## src/rtl/scan_sequencer.sv

```systemverilog
// scan_sequencer: steps a 3-bit decoder select through the enabled channels, holding each channel for a programmable dwell.
module scan_sequencer #(
  parameter int DWELL_W = 8
) (
  input  logic               clk,
  input  logic               rst_n,
  input  logic               start_i,
  input  logic               stop_i,
  input  logic               single_i,
  input  logic [7:0]         mask_i,
  input  logic [DWELL_W-1:0] dwell_i,
  output logic [2:0]         y_o,
  output logic               y_valid_o,
  output logic               busy_o,
  output logic               pass_done_o
);
  typedef enum logic {IDLE, DWELL} state_t;
  state_t state_q, state_d;
  logic [7:0] mask_q, mask_d;
  logic [DWELL_W-1:0] dwell_q, dwell_d, cnt_q, cnt_d;
  logic single_q, single_d;
  logic [2:0] y_q, y_d;
  logic pass_q, pass_d;
  logic [3:0] first_i, next_q, after_d;
  // Lowest set bit of m at or above from; bit 3 flags that one was found.
  function automatic logic [3:0] find(input logic [7:0] m, input logic [3:0] from);
    find = '0;
    for (int i = 7; i >= 0; i--) if (m[i] && 4'(i) >= from) find = {1'b1, 3'(i)};
  endfunction
  // Dwell of 0 behaves as 1, so the counter reload never underflows.
  function automatic logic [DWELL_W-1:0] reload(input logic [DWELL_W-1:0] d);
    reload = (d == '0) ? '0 : d - DWELL_W'(1);
  endfunction
  assign first_i = find(mask_i, 4'd0);
  assign next_q  = find(mask_q, {1'b0, y_q} + 4'd1);
  assign after_d = find(mask_d, {1'b0, y_d} + 4'd1);
  // pass_done is registered one edge early: it is high in the cycle whose dwell ends with a wrap.
  assign pass_d = (state_d == DWELL) && (cnt_d == '0) && !after_d[3];
  // State and latched configuration registers.
  always_ff @(posedge clk or negedge rst_n) begin
    if (!rst_n) begin
      state_q  <= IDLE;
      mask_q   <= '0;
      dwell_q  <= '0;
      single_q <= 1'b0;
      cnt_q    <= '0;
      y_q      <= '0;
      pass_q   <= 1'b0;
    end else begin
      state_q  <= state_d;
      mask_q   <= mask_d;
      dwell_q  <= dwell_d;
      single_q <= single_d;
      cnt_q    <= cnt_d;
      y_q      <= y_d;
      pass_q   <= pass_d;
    end
  end
  // Next-state: start in IDLE, dwell countdown, channel advance and pass wrap; stop overrides all.
  always_comb begin
    state_d  = state_q;
    mask_d   = mask_q;
    dwell_d  = dwell_q;
    single_d = single_q;
    cnt_d    = cnt_q;
    y_d      = y_q;
    if (stop_i) begin
      state_d = IDLE;
      y_d     = '0;
    end else if (state_q == IDLE) begin
      if (start_i && first_i[3]) begin
        state_d  = DWELL;
        mask_d   = mask_i;
        dwell_d  = dwell_i;
        single_d = single_i;
        cnt_d    = reload(dwell_i);
        y_d      = first_i[2:0];
      end
    end else if (cnt_q != '0) begin
      cnt_d = cnt_q - DWELL_W'(1);
    end else if (next_q[3]) begin
      y_d   = next_q[2:0];
      cnt_d = reload(dwell_q);
    end else if (single_q || !first_i[3]) begin
      state_d = IDLE;
      y_d     = '0;
      mask_d  = single_q ? mask_q : mask_i;
      dwell_d = single_q ? dwell_q : dwell_i;
    end else begin
      mask_d  = mask_i;
      dwell_d = dwell_i;
      cnt_d   = reload(dwell_i);
      y_d     = first_i[2:0];
    end
  end
  // Outputs come straight from registers.
  always_comb begin
    y_o         = y_q;
    y_valid_o   = (state_q == DWELL);
    busy_o      = (state_q == DWELL);
    pass_done_o = pass_q;
  end
endmodule
```

## config.mk

```make
export PLATFORM = sky130hd
export DESIGN_NAME = scan_sequencer
export DESIGN_NICKNAME = d
export VERILOG_FILES = /design/src/rtl/scan_sequencer.sv
export SDC_FILE = /design/constraint.sdc
export NUM_CORES = 1
export LEC_CHECK = 0
export CORE_MARGIN = 4
export CORE_UTILIZATION = 47
export DETAILED_ROUTE_END_ITERATION = 16
export PLACE_DENSITY = 0.68
export SYNTH_ARGS = -nofsm -noshare
export SYNTH_HDL_FRONTEND = slang
export SYNTH_SLANG_ARGS = --single-unit
export TNS_END_PERCENT = 100
```

## constraint.sdc

```tcl
create_clock -name clk -period 8 [get_ports clk]
set_input_delay 0.8 -clock clk [delete_from_list [all_inputs] [get_ports clk]]
set_output_delay 0.8 -clock clk [all_outputs]
set_load 0.05 [all_outputs]
```

Yosys cells after proc, flatten, opt, wreduce, memory -nomap -nowiden
Cells that the tools add are included.
- latch bits: 0
- logic and storage cells: 119
- output and inout bits: 6
- ROM bits: 0
- RAM bits: 0
- register bits: 30
- memories kept: 0
- $mul: 0
- reductions and logical operators: 29
- $add $sub $neg: 5
- eq/ne operators: 3
- magnitude comparators: 16
- divide/modulo/power cells: 0
- bitwise gates (word level): 2
- mux-type cells: 57
- shift-type cells: 0
- operators with widths (cell ; number):
    8-bit two-way mux ; 21
    4-bit two-way mux ; 24
    3-bit by 4-bit >= comparator with 1-bit output (first input constant) ; 8
    8-bit logical NOT ; 3
    8-bit by 1-bit subtractor with 8-bit output (second input constant) ; 3
    1-bit logical AND ; 19
    3-bit two-way mux ; 6
    1-bit by 4-bit >= comparator with 1-bit output (first input constant) ; 4
    2-bit by 4-bit >= comparator with 1-bit output (first input constant) ; 4
    3-bit by 1-bit adder with 4-bit output (second input constant) ; 2
    8-bit nonzero test ; 1
    1-bit two-way mux ; 6
    5-bit AND reduction ; 1
    2-bit != test (second input constant) ; 2
    3-bit != test (second input constant) ; 1
    3-bit AND reduction ; 1
    1-bit logical NOT ; 2
    1-bit inverter ; 2
    2-bit nonzero test ; 1
    1-bit logical OR ; 1

Depth between registers and ports, before layout
Gate-level depths: netlist of the first run.
- depth after elaboration: 28
- gate-level depth with buffers: 19
- gate-level depth less buffers: 17

Worst setup path after synthesis of the first run
Ideal clock, no wire load.
- kind: register -> register
- start point: register y_q[1] (netlist: y_o[1])
- end point: register pass_q (netlist: pass_done_o)
- library setup time: 0.111 ns
- period minus slack after synthesis: 4.231 ns
- arrival: 4.120 ns
- stages on the path, launching flop included: 16
- required time: 7.889 ns
- slack: 3.769 ns
- cell sequence: dfrtp_1 ha_1 buf_2 xor2_1 a221oi_2 or3_1 clkbuf_1 o31ai_1 a22oi_1 or3_1 ha_1 nand2b_1 a2111oi_0 a2111oi_0 a2111o_1 a2111oi_2
- cells in the longest elaborated chain, start to end: 28
- elaborated cells on any way between the ends: 71
- RTL lines (item ; line ; RTL):
    start: declaration ; 22 ; logic [2:0] y_q, y_d;
    start signal: assignment ; 55 ; y_q <= y_d;
    3-bit by 1-bit adder with 4-bit output ; 35 ; assign next_q = find(mask_q, {1'b0, y_q} + 4'd1);
    3-bit by 4-bit >= comparator with 1-bit output ; 28 ; for (int i = 7; i >= 0; i--) if (m[i] && 4'(i) >= from) find = {1'b1, 3'(i)};
    1-bit logical AND ; 28 ;
    4-bit two-way mux (8 in series) ; 28 ;
    3-bit two-way mux ; 81 ; end else if (next_q[3]) begin
    3-bit two-way mux ; 79 ; end else if (cnt_q != '0) begin
    3-bit two-way mux ; 70 ; end else if (state_q == IDLE) begin
    3-bit two-way mux ; 67 ; if (stop_i) begin
    3-bit by 1-bit adder with 4-bit output ; 36 ; assign after_d = find(mask_d, {1'b0, y_d} + 4'd1);
    3-bit by 4-bit >= comparator with 1-bit output ; 28 ;
    1-bit logical AND ; 28 ;
    4-bit two-way mux (8 in series) ; 28 ;
    1-bit logical NOT ; 38 ; assign pass_d = (state_d == DWELL) && (cnt_d == '0) && !after_d[3];
    1-bit logical AND (*) ; 38 ;
    net pass_d ; 23 ; logic pass_q, pass_d;
    end signal: assignment ; 56 ; pass_q <= pass_d;
    end: declaration ; 23 ;
Mark *: on every way through the listed nets, which the timed path passes. The rest lies on a longest branch.
A chain may end at the register's enable or synchronous reset.

Worst setup path after layout of the first run
- start point: input mask_i[1]
- end point: register pass_q (netlist: pass_done_o)
- cells in the longest elaborated chain, start to end: 22
- elaborated cells on any way between the ends: 59
- RTL lines (item ; line ; RTL):
    start: declaration ; 10 ; input logic [7:0] mask_i,
    4-bit two-way mux (*) (2 in series) ; 28 ;
    1-bit logical NOT ; 84 ; end else if (single_q || !first_i[3]) begin
    1-bit logical OR ; 84 ;
    3-bit two-way mux ; 84 ;
    3-bit two-way mux ; 81 ;
    3-bit two-way mux ; 79 ;
    3-bit two-way mux (*) ; 70 ;
    3-bit two-way mux (*) ; 67 ;
    net y_d[0] ; 22 ;
    3-bit by 1-bit adder with 4-bit output (*) ; 36 ;
    3-bit by 4-bit >= comparator with 1-bit output ; 28 ;
    1-bit logical AND ; 28 ;
    4-bit two-way mux (7 in series) ; 28 ;
    4-bit two-way mux (*) ; 28 ;
    1-bit logical NOT (*) ; 38 ;
    1-bit logical AND (*) ; 38 ;
    net pass_d ; 23 ;
Marks and branches as above.

==> reports/metrics.csv, run 1 <==
metric;value;unit
status;completed;
synth-edff-count;0;
place.gp.congestion;0.930;
dp_slack;3.17;ns
drt_iter0_drc;396;
layout_commonest_cell;dfrtp_1;
dp.cells;406;
end_kind;flop;
stdcell_area;3120;µm²
skew;0.0147;ns
min_to;mask_q[1];
wl_per_cell;18.0;µm
worstMarginPinSlew;0.925;ns
core_area;5510;µm²
clock-sinks;30;
clockRootBuffer;clkbuf_8;
postRouteAntennaNets;0;
seqCellArea;751;µm²
powerDensity;211;nW/µm²
p_leak;1.20;nW
yosysWarningCount;0;
rows;27;
tritoncts;done;
max_freq;216;MHz
crit_required;8.16;ns
multiInputGateArea;1780;µm²
grt-ovfl-total;0;
ir_drop;0.0923;mV
postCtsSetupBuffers;0;
ctsHoldBuffers;0;
path_class;in -> reg;
antennaDiodeCount;0;
post_cts_resized;0;
rsz0062_at_grt;no;
grt_pass1_wl;12200;µm
slew_viol_final;0;
ys.flop_type;dfrtp_1;
utilization;56.7;%
reg2regPathDepth;13;
syn-instance-count;316;
antenna_found_initial;0;
finalSetupViolCount;0;
port_buffers;26;
postSynth.asyncResetShare;100;%
max-cap-violations;0;
drive_above_1_share;12.3;%
nFillCells;495;
mostFrequentLayoutCells;30 x dfrtp_1, 27 x nor2_1, 26 x clkdlybuf4s50_1, 21 x nand2_1;
holdWs;0.595;ns
die_y;83.3;µm
rrSetupSlack;3.52;ns
syn2layout_area_growth;17.2;%
max_slew_margin;37.9;%
htreeDepth;2;
period_share;57.9;%
die_x;83.3;µm
timing.final.hold_violations;0;
total_power;0.660;mW
grt_util_all_layers;21.5;%
num_vias;2661;
synth_seq_cells;30;
ios;27;
synth_seq_area_share;28.2;%
syn-num-nets;344;
hold_depth;1;
grt_pass1_vias;2439;
cts_buffer_depth;2;
place_area;2980;µm²
routed_via_density;6.43;
clkSlewWorstSetupHoldPaths;0.07;ns
r2r-start;y_o[1];
num-nets-final;369;
cp.arrival;4.79;ns
start_util;48.4;%
numCtsBuffers;5;
fin_ws;3.37;ns
r2r_end;pass_done_o;
totalWireLength;7440;µm
syn_area;2670;µm²
dieArea;6940;µm²
hold_class;reg -> reg;
hp-start;mask_q[1];
critPathMaxFanout;7;
fin_cells;414;
setup_tns;0;ns
syn_area_per_cell;8.43;µm²
finalCriticalPeriod;4.63;ns
post-dp-hpwl;5610;µm
drc;0;
grt_max_degree;31;
cp-start-kind;input pin;
synth_cell_types;63;
first_pass_iters;5;
clkLatencyLatePin;0.29;ns
## per-layer routing
metal	vias to the layer above	global-route usage [%]	share of wire, %
li1	1261	-	-
met3	11	4.56	8.7
met5	-	0	0
met1	1260	31.4	46
met2	129	32.0	44
met4	0	5.65	1.1
## synth_stat cells (all sizes together) (6+ instances only)
| cell type | instances | area (µm²) |
|---|---|---|
| a31oi | 6 | 37.5 |
| nand2b | 6 | 37.5 |
| a2111oi | 7 | 67.6 |
| nand2 | 21 | 78.8 |
| inv | 18 | 67.6 |
| clkbuf | 7 | 26.3 |
| mux2 | 16 | 180 |
| a21oi | 16 | 80.1 |
| nor4 | 11 | 87.6 |
| mux2i | 6 | 60.1 |
| o31ai | 6 | 45.0 |
| nand3 | 7 | 35.0 |
| a21o | 7 | 52.6 |
| nor2 | 27 | 101 |
| ha | 7 | 87.6 |
| o21ai | 19 | 106 |
| dfrtp | 30 | 751 |
| a211oi | 6 | 45.0 |
| nor3 | 16 | 91.3 |
## worst max-delay path by stage
stage,from,endpoint,cells after the start
CTS,mask_i[1],pass_done_o,14
global route,mask_i[1],pass_done_o,15
finish,mask_i[1],pass_done_o,14
floorplan,y_o[1],pass_done_o,15
global placement,mask_i[5],pass_done_o,14
detailed placement,mask_i[1],pass_done_o,14
## critical path, stage by stage
cell and delay, ns:
clkdlybuf4s50_1 0.54, nor4_2 0.63, a21o_1 0.27, nor2_1 0.10, a211o_1 0.31, o211ai_1 0.11, nand2b_1 0.16, inv_1 0.08
ha_1 0.19, nand2b_1 0.21, a2111oi_0 0.41, a2111oi_0 0.16, a2111o_1 0.39, a2111oi_2 0.42
## registers in the layout (all words and copies together), names as in the netlist
signal       flops
dwell_q          8
pass_done_o      1
y_o              3
cnt_q            8
mask_q           8
single_q         1
busy_o           1
## layout make-up
type	instances	share of cell area, %
Clock buffer	6	2.64
Timing Repair Buffer	30	9.29
Sequential cell	30	24.0
Tap cell	72	2.88
Multi-Input combinational cell	256	57.1
Inverter	18	2.16
Clock inverter	2	1.92
## report_power, final
| group | switching [mW] | total (mW) | internal (mW) |
|---|---|---|---|
| clock network | 0.0642 | 0.197 | 0.133 |
| logic | 0.133 | 0.233 | 0.101 |
| registers | 0.0488 | 0.229 | 0.181 |
| total | 0.246 | 0.660 | 0.414 |
## kinds of logic after synthesis
| logic type | share of synthesized area, % |
|---|---|
| xor+xnor | 2.30 |
| mux | 9.01 |
| fa+ha+maj | 3.29 |
| flops | 28.2 |
| simple gates | 23.7 |
| buf+inv | 4.93 |
| compound gates | 28.6 |
Note: power is estimated with default switching activity, not from simulation.
==> inputs of run 2 (changes only) <==
Settings changed: PLACE_DENSITY 0.68 to 0.71.
Clock period 8 ns to 4.1 ns, I/O delays scaled along.
==> run 2 against run 1 <==
The run now ends with negative setup slack left. Cell count rose by 6.3%. Sequential power grew 93%. Sequential share of layout area fell by 1.8 points. Setup slack worse by 3.4 ns. Clock power increased by 57%. Largest power group unchanged.
==> reports/metrics.csv, run 2 (same netlist as run 1, synthesis figures left out) <==
metric;value;unit
clkLatencyLatePin;0.29;ns
hold_class;in -> async;
cts_buffer_depth;2;
drc;0;
wl_per_cell;18.9;µm
violations;negative setup slack;
r2r_end;pass_done_o;
grt_max_degree;31;
grt-ovfl-total;0;
critPathMaxFanout;9;
drt_iter0_drc;361;
num-nets-final;395;
rows;27;
stdcell_area;3390;µm²
dieArea;6940;µm²
grt_util_all_layers;23.3;%
clock-sinks;30;
powerDensity;379;nW/µm²
first_pass_iters;5;
htreeDepth;2;
slew_viol_final;0;
place.gp.congestion;0.981;
rrSetupSlack;-0.02;ns
path_class;reg -> reg;
totalWireLength;8320;µm
reg2regPathDepth;15;
r2r-start;y_o[0];
reg_top3;cnt_q x8, dwell_q x8, mask_q x8;
layout_commonest_cell;buf_4;
end_kind;flop;
antenna_found_initial;0;
ir_drop;0.359;mV
worstMarginPinSlew;0.767;ns
cp.arrival;4.31;ns
nFillCells;482;
mostFrequentLayoutCells;29 x buf_4, 28 x dfrtp_1, 27 x nor2_1, 26 x clkdlybuf4s50_1, 21 x nand2_1;
die_x;83.3;µm
syn2layout_area_growth;27.4;%
grt_pass1_vias;2549;
drive_above_1_share;22.6;%
clockRootBuffer;clkbuf_8;
cp-start-kind;flop;
max_slew_margin;48.9;%
core_area;5510;µm²
timing.final.hold_violations;0;
routed_via_density;6.39;
start_util;48.4;%
tritoncts;done;
antennaDiodeCount;0;
num_vias;2811;
clkSlewWorstSetupHoldPaths;0.08;ns
status;finished with violations;
holdWs;0.511;ns
max_freq;243;MHz
postRouteAntennaNets;0;
total_power;1.29;mW
max-cap-violations;0;
p_leak;1.32;nW
die_y;83.3;µm
numCtsBuffers;5;
post-dp-hpwl;6110;µm
ios;27;
utilization;61.6;%
grt_pass1_wl;13100;µm
skew;0.0108;ns
cp-startpoint;y_o[0];
fin_ws;-0.0206;ns
crit_required;4.29;ns
finalCriticalPeriod;4.12;ns
finalSetupViolCount;1;
port_buffers;26;
place_area;3140;µm²
setup_tns;-0.0206;ns
period_share;101;%
-- run 2: critical path: stages (launching register included) --
cell       delay [ns]
dfrtp_2          0.44
ha_2             0.20
xor2_1           0.16
a221oi_2         0.40
or3_4            0.23
buf_6            0.13
o41ai_1          0.09
o211ai_1         0.27
nand2b_4         0.20
inv_1            0.07
ha_1             0.20
nand2b_4         0.18
a2111oi_2        0.45
a2111oi_0        0.20
a2111o_1         0.45
a2111oi_4        0.34
-- run 2: final cells by class --
class	count	area [µm²]	area share [%]
Timing Repair Buffer	56	489	14.4
Multi-Input combinational cell	256	1880	55.4
Inverter	18	67.6	1.99
Clock inverter	3	45.0	1.33
Tap cell	72	90.1	2.65
Clock buffer	5	68.8	2.03
Sequential cell	30	753	22.2
-- run 2: power breakdown --
group / switching [mW] / internal (mW)
Clock: 0.129 / 0.181
Sequential: 0.0896 / 0.352
Combinational: 0.295 / 0.240
Total: 0.514 / 0.773
-- run 2: timing repair --
action,4_1_cts,5_1_grt
buffers inserted,0,5
resized for setup,0,21
setup endpoints to repair,0,1
hold buffers,0,0
-- run 2: worst max-delay path by stage --
stage,to,depth (start not counted)
floorplan,pass_done_o,14
global placement,pass_done_o,14
detailed placement,pass_done_o,15
CTS,pass_done_o,16
global route,pass_done_o,15
finish,pass_done_o,15
-- run 2: routing by layer --
| layer | global-route usage (%) | vias up | share of wire [%] |
|---|---|---|---|
| met5 | 0 | - | 0 |
| met4 | 7.13 | 0 | 2.5 |
| met3 | 6.05 | 28 | 9.4 |
| met2 | 34.6 | 162 | 45 |
| met1 | 33.1 | 1302 | 44 |
| li1 | - | 1319 | - |
-- run 2: metrics by stage --
| stage | instances | setup WS, ns |
|---|---|---|
| 6_report | 440 | -0.0206 |
| 5_1_grt | 440 | -0.196 |
| 4_1_cts | 435 | 0.0178 |
| 3_5_place_dp | 427 | -0.0297 |
| 3_3_place_gp | 427 | 0.141 |
| 2_1_floorplan | 316 | 0.0306 |
